[config.mk]
export PLATFORM = sky130hd
export DESIGN_NAME = vga_rect_writer
export DESIGN_NICKNAME = d
export VERILOG_FILES = /design/src/rtl/vga_pkg.sv /design/src/rtl/rect_cursor.sv /design/src/rtl/vga_rect_writer.sv
export SDC_FILE = /design/constraint.sdc
export NUM_CORES = 1
export LEC_CHECK = 0
export ABC_AREA = 1
export CORE_ASPECT_RATIO = 1.5
export CORE_UTILIZATION = 40
export CTS_BUF_LIST = sky130_fd_sc_hd__clkbuf_4 sky130_fd_sc_hd__clkbuf_8
export CTS_CLUSTER_DIAMETER = 30
export DETAILED_ROUTE_END_ITERATION = 10
export GPL_TIMING_DRIVEN = 0
export SETUP_SLACK_MARGIN = 0.4
export SYNTH_ARGS = -nofsm -noshare
export SYNTH_HDL_FRONTEND = slang
export SYNTH_SLANG_ARGS = --single-unit
[constraint.sdc]
create_clock -name CLK -period 3 [get_ports CLK]
set_clock_uncertainty 0.05 [all_clocks]
set_input_delay 0.6 -clock CLK [delete_from_list [all_inputs] [get_ports CLK]]
set_output_delay 0.6 -clock CLK [all_outputs]
set_load 0.005 [all_outputs]
[src/rtl/vga_pkg.sv]
// Shared constants for the VGA rectangle writer: bus register map, screen
// limits and FSM state encoding.
package vga_pkg;

    localparam int unsigned DefaultXLimit = 160;
    localparam int unsigned DefaultYLimit = 120;

    localparam logic [7:0] AddrX      = 8'hB0;
    localparam logic [7:0] AddrY      = 8'hB1;
    localparam logic [7:0] AddrData   = 8'hB2;
    localparam logic [7:0] AddrRsvd3  = 8'hB3;
    localparam logic [7:0] AddrRsvd4  = 8'hB4;

    typedef enum logic [2:0] {
        StIdle   = 3'd0,
        StWrX    = 3'd1,
        StWrY    = 3'd2,
        StWrD    = 3'd3,
        StSkip   = 3'd4,
        StFinish = 3'd5
    } wr_state_e;

    function automatic logic is_clipped(input logic [8:0]  x,
                                        input logic [7:0]  y,
                                        input int unsigned x_lim,
                                        input int unsigned y_lim);
        return (32'(x) >= x_lim) || (32'(y) >= y_lim);
    endfunction

endpackage

[src/rtl/rect_cursor.sv]
// Raster cursor over a rectangle: holds the current (x, y), the row/rect end
// bounds, and exposes the next position so the FSM can pre-decide clipping.
module rect_cursor (
    input  logic       CLK,
    input  logic       RESET,
    input  logic       load,
    input  logic       step,
    input  logic [7:0] x0,
    input  logic [6:0] y0,
    input  logic [7:0] w,
    input  logic [6:0] h,
    output logic [8:0] x,
    output logic [7:0] y,
    output logic [8:0] nxt_x,
    output logic [7:0] nxt_y,
    output logic       end_rect
);

    logic [8:0] x0_q;
    logic [8:0] x_end_q;
    logic [7:0] y_end_q;
    logic       end_row;

    assign end_row  = (x == x_end_q);
    assign end_rect = end_row && (y == y_end_q);

    always_comb begin
        nxt_x = x + 9'd1;
        nxt_y = y;
        if (end_row) begin
            nxt_x = x0_q;
            nxt_y = y + 8'd1;
        end
    end

    // Bounds are garbage for empty rectangles, but the FSM never walks those.
    always_ff @(posedge CLK) begin
        if (RESET) begin
            x       <= '0;
            y       <= '0;
            x0_q    <= '0;
            x_end_q <= '0;
            y_end_q <= '0;
        end else if (load) begin
            x       <= {1'b0, x0};
            y       <= {1'b0, y0};
            x0_q    <= {1'b0, x0};
            x_end_q <= {1'b0, x0} + {1'b0, w} - 9'd1;
            y_end_q <= {1'b0, y0} + {1'b0, h} - 8'd1;
        end else if (step) begin
            x <= nxt_x;
            y <= nxt_y;
        end
    end

endmodule

[src/rtl/vga_rect_writer.sv]
// Rectangle fill engine: walks a rectangle in raster order and issues three
// registered bus writes (x, y, pixel) per on-screen pixel.
module vga_rect_writer
    import vga_pkg::*;
#(
    parameter int unsigned X_LIMIT = DefaultXLimit,
    parameter int unsigned Y_LIMIT = DefaultYLimit
) (
    input  logic       CLK,
    input  logic       RESET,
    input  logic       CMD_VALID,
    output logic       CMD_READY,
    input  logic [7:0] CMD_X,
    input  logic [6:0] CMD_Y,
    input  logic [7:0] CMD_W,
    input  logic [6:0] CMD_H,
    input  logic       CMD_PIXEL,
    output logic [7:0] BUS_ADDR,
    output logic [7:0] BUS_DATA,
    output logic       BUS_WE,
    output logic       BUSY,
    output logic       DONE
);

    wr_state_e  state_q;
    logic [7:0] bus_addr_q;
    logic [7:0] bus_data_q;
    logic       bus_we_q;
    logic       pixel_q;

    logic [8:0] cur_x;
    logic [7:0] cur_y;
    logic [8:0] nxt_x;
    logic [7:0] nxt_y;
    logic       end_rect;
    logic       accept;
    logic       step;

    assign accept = (state_q == StIdle) && CMD_VALID;
    assign step   = ((state_q == StWrD) || (state_q == StSkip)) && !end_rect;

    rect_cursor u_cursor (
        .CLK      (CLK),
        .RESET    (RESET),
        .load     (accept),
        .step     (step),
        .x0       (CMD_X),
        .y0       (CMD_Y),
        .w        (CMD_W),
        .h        (CMD_H),
        .x        (cur_x),
        .y        (cur_y),
        .nxt_x    (nxt_x),
        .nxt_y    (nxt_y),
        .end_rect (end_rect)
    );

    // Bus outputs are loaded alongside the state they belong to, so the first
    // write appears in the cycle right after acceptance.
    always_ff @(posedge CLK) begin
        if (RESET) begin
            state_q    <= StIdle;
            bus_addr_q <= '0;
            bus_data_q <= '0;
            bus_we_q   <= 1'b0;
            pixel_q    <= 1'b0;
        end else begin
            bus_addr_q <= '0;
            bus_data_q <= '0;
            bus_we_q   <= 1'b0;
            unique case (state_q)
                StIdle: begin
                    if (CMD_VALID) begin
                        pixel_q <= CMD_PIXEL;
                        if (CMD_W == 8'd0 || CMD_H == 7'd0) begin
                            state_q <= StFinish;
                        end else if (is_clipped({1'b0, CMD_X}, {1'b0, CMD_Y}, X_LIMIT, Y_LIMIT)) begin
                            state_q <= StSkip;
                        end else begin
                            state_q    <= StWrX;
                            bus_addr_q <= AddrX;
                            bus_data_q <= CMD_X;
                            bus_we_q   <= 1'b1;
                        end
                    end
                end
                StWrX: begin
                    state_q    <= StWrY;
                    bus_addr_q <= AddrY;
                    bus_data_q <= {1'b0, cur_y[6:0]};
                    bus_we_q   <= 1'b1;
                end
                StWrY: begin
                    state_q    <= StWrD;
                    bus_addr_q <= AddrData;
                    bus_data_q <= {7'b0, pixel_q};
                    bus_we_q   <= 1'b1;
                end
                StWrD, StSkip: begin
                    if (end_rect) begin
                        state_q <= StFinish;
                    end else if (is_clipped(nxt_x, nxt_y, X_LIMIT, Y_LIMIT)) begin
                        state_q <= StSkip;
                    end else begin
                        state_q    <= StWrX;
                        bus_addr_q <= AddrX;
                        bus_data_q <= nxt_x[7:0];
                        bus_we_q   <= 1'b1;
                    end
                end
                StFinish: state_q <= StIdle;
                default:  state_q <= StIdle;
            endcase
        end
    end

    assign CMD_READY = (state_q == StIdle);
    assign BUSY      = (state_q != StIdle);
    assign DONE      = (state_q == StFinish);
    assign BUS_ADDR  = bus_addr_q;
    assign BUS_DATA  = bus_data_q;
    assign BUS_WE    = bus_we_q;

endmodule

==> impl_metrics.yaml <==
power:
  clock_share_of_power_pct: 24.3
  fraction_of_power_spent_switching_nets_pct: 38.8
  combinationalPowerShare_pct: 40.7
  power.density_nw_per_um2: 580
  static-leakage-power_nw: 2.35
  total_design_power_mw: 2.86
  power_switching_mw: 1.11
  seq_power_share_pct: 35.0
  peakVddDrop_v: 0.000267
  internal_power_mw: 1.75
yosys:
  synth_cell_type_count: 39
  synth_xor_area_share_pct: 4.91
  edff_count_synth: 0
  syn_inst: 576
  synthTopCellsByArea: "dfxtp_1 (30%), nand2_1 (13%), inv_1 (11%)"
  syn-mean-instance-area_um2: 6.76
  synth_top_family_by_area: "simple AND/OR/NAND/NOR gates"
  synth_ff_type: "dfxtp_1"
  postSynth.asyncResetShare_pct: 0
  yosys.area.top_type: "dfxtp_1"
  post_synth_and_or_nand_nor_area_fraction_pct: 24.5
  synth_compound_gate_area_share_pct: 14.8
  synth_top_area_share_pct: 29.8
  ys_seq_area_share_pct: 29.8
  synth.area.mux_share_pct: 0
  synthAdderAreaFrac_pct: 10.7
  synth.ff_latch_count: 58
  synth-warning-count: 0
  synth_area_um2: 3890
sta:
  slew_headroom_pct: 40.3
  unrepaired_setup_endpoints_after_global_routing: "true"
  timing.final.max_slew_violations: 0
  timing.fmax_mhz: 400
  setup_viol: 0
  finalCriticalPeriod_ns: 2.50
  hold-worst-slack_ns: 0.429
  worst_pin_slew_ns: 0.888
  final.setup.tns_ns: 0
  fin_crit_sh_pct: 83.3
  finalHoldViolCount: 0
  timing.final.ws_setup_ns: 0.500
cells_and_area:
  fin_cells: 761
  antenna_cells_inserted: 0
  area.growth.synth_to_final_pct: 26.4
  finalNetCount: 710
  final_cell_area_um2: 4920
  final_common_cell: "nand2_1"
  layout_common_cells: "nand2_1 (131), inv_1 (103), dfxtp_1 (58)"
  drive_above_1_share_pct: 13.6
  fin_util_pct: 52.6
critical_path:
  reg2reg_depth: 11
  critical-path-slowest-cell: "clkdlybuf4s50_1"
  critical_path.endpoint: "u_cursor.x_end_q[8]"
  worst_path_largest_cell_delay_ns: 0.45
  critical_path.startpoint_type: "primary input"
  cp_data_required_time_ns: 3.19
  crit_chain: "clkdlybuf4s50_1, inv_1, ha_1, inv_2, ha_4, a21oi_2, nand2_1, nand2_1, nand2_1, a21oi_2, nor2_2, o21ai_2, a21oi_2, o21ai_1, inv_1"
  reg2reg_from: "u_cursor.x[2]"
  origin_of_the_worst_setup_path: "CMD_X[3]"
  setup.reg_to_reg.worst_slack_ns: 0.64
  cp_data_arrival_time_ns: 2.69
  worst_r2r_endpoint: "u_cursor.x[1]"
  critical_path.endpoint_type: "flop"
  biggest_fanout_along_the_worst_timing_path: 4
  setup.worst_path.class: "in -> reg"
placement:
  detailedPlacementHpwl_um: 8560
  buffer_ports.inserted: 50
  placement_stage_cell_area_um2: 4540
  placement.setup.worst_slack_ns: -0.149
  placed_cells: 740
  gp_congestion: 0.889
cts:
  cts_h_tree_lvls: 3
  cts_root_buf: "clkbuf_8"
  clock_path_buffers: 2
  cts_tree: "built"
  cts_hold_buffers: 0
  clock_sinks: 58
  clkSlewWorstSetupHoldPaths_ns: 0.06
  source_to_sink_clock_delay_at_the_later_pin_of_the_worst_skew_pair_ns: 0.35
  cts_buffers: 9
job:
  drv_cap: 0
global_routing:
  grt_pass1_vias: 3702
  grt_usage_pct: 23.5
  grt-ovfl-total: 0
  antenna_found_initial: 0
  global_route_wire_length_before_repair_um: 17600
  grt_max_degree: 11
min_path:
  min-delay-start: "u_cursor.x0_q[2]"
  min_path_type: "reg -> reg"
floorplan:
  fp.dieArea_um2: 10100
  rows: 43
  core_um2: 9360
  die_width_um: 82.6
  initial_core_util_pct: 41.6
  design.portCount: 54
  fp.dieH_um: 123
routing:
  drt_iter0_drc: 241
  post_drt_via_cell_ratio: 5.07
  ant_nets: 0
  route.vias.total: 3855
  routed_wire_length_per_instance_um: 14.2
  drc_errors: 0
  drt_pre_antenna_iters: 4
  wl_um: 10800
run_status:
  outcome: "finished clean"
-- synthesized netlist by cell type, types with 2 or more instances --
cell type  instances
inv_1            114
a22oi_1            3
buf_4              6
clkbuf_1           7
fa_1               2
nand3_1           17
a22o_1             2
ha_1              30
o22ai_1           10
xnor2_1            5
inv_2              8
xor2_1            15
a31oi_1           14
nor2_4             2
a21oi_1           32
nand2_1          131
o21ai_1            7
buf_2              6
nand3_2            2
o221ai_1           3
o21ai_0           26
nand4_1           17
nor2_1            36
nor3_1             7
buf_6              3
dfxtp_1           58
-- worst min path at each step --
stage | end | slack [ns] | cells past startpoint
3_5_place_dp | u_cursor.x0_q[0] | 0.42 | 2
3_3_place_gp | u_cursor.x0_q[2] | 0.40 | 2
6_report | u_cursor.x0_q[2] | 0.43 | 2
4_1_cts | u_cursor.x0_q[0] | 0.43 | 2
2_1_floorplan | u_cursor.x0_q[3] | 0.40 | 2
5_1_grt | u_cursor.x0_q[0] | 0.45 | 2
-- state kept, by name, indices dropped and copies added, names as in the netlist --
| register | flops |
|---|---|
| u_cursor.x | 9 |
| u_cursor.x_end_q | 9 |
| BUS_DATA | 8 |
| u_cursor.x0_q | 8 |
| u_cursor.y | 8 |
| u_cursor.y_end_q | 8 |
| BUS_ADDR | 3 |
| state_q | 3 |
| BUS_WE | 1 |
| pixel_q | 1 |
-- cell type report --
class / count / area, um^2
repair buffers: 55 / 561
well taps: 112 / 140
clock inverters: 2 / 10.0
fillers: 977 / 4440
plain buffers: 22 / 135
inverters: 122 / 458
multi-input cells: 376 / 2280
flip-flops and latches: 58 / 1160
clock buffers: 14 / 180
-- layer usage --
| metal | GRT usage [%] | wire length [um] | share of wire, % |
|---|---|---|---|
| met1 | 27.8 | 4590 | 42 |
| met5 | 0 | 0 | 0 |
| met4 | 13.4 | 480 | 4.4 |
| met2 | 39.4 | 5340 | 49 |
| met3 | 3.72 | 434 | 4.0 |
-- power by group through the flow --
stage	Clock, mW	Sequential (mW)	Combinational (mW)
3_5_place_dp	0	1.01	1.10
5_1_grt	0.748	1.01	1.31
6_report	0.693	0.998	1.16
2_1_floorplan	0	0.986	0.755
4_1_cts	0.703	0.997	1.12
3_3_place_gp	0	1.01	1.08
-- cells by family (layout without fill, tap and decap cells) --
logic type               Yosys count  count (layout)
flip-flops                        58              58
adder cells (fa/ha/maj)           32              32
other                              1               3
AO/OA/AOI/OAI                    101             101
XOR/XNOR                          21              21
AND/OR/NAND/NOR                  219             219
buffers and inverters            144             215
-- what timing repair did --
action | in CTS | in global routing
setup endpoints to repair | 3 | 4
setup buffers | 1 | 4
pin swaps | 5 | 20
gates resized for setup | 12 | 38
endpoints found under the hold margin | 0 | 0
-- worst max-delay path: cells and delay by family --
family,cells,cell delay [ns]
AO/OA/AOI/OAI,5,0.63
adder cells (fa/ha/maj),2,0.51
buffers and inverters,4,0.63
AND/OR/NAND/NOR,4,0.30
Power figures use the tool's default switching activity.
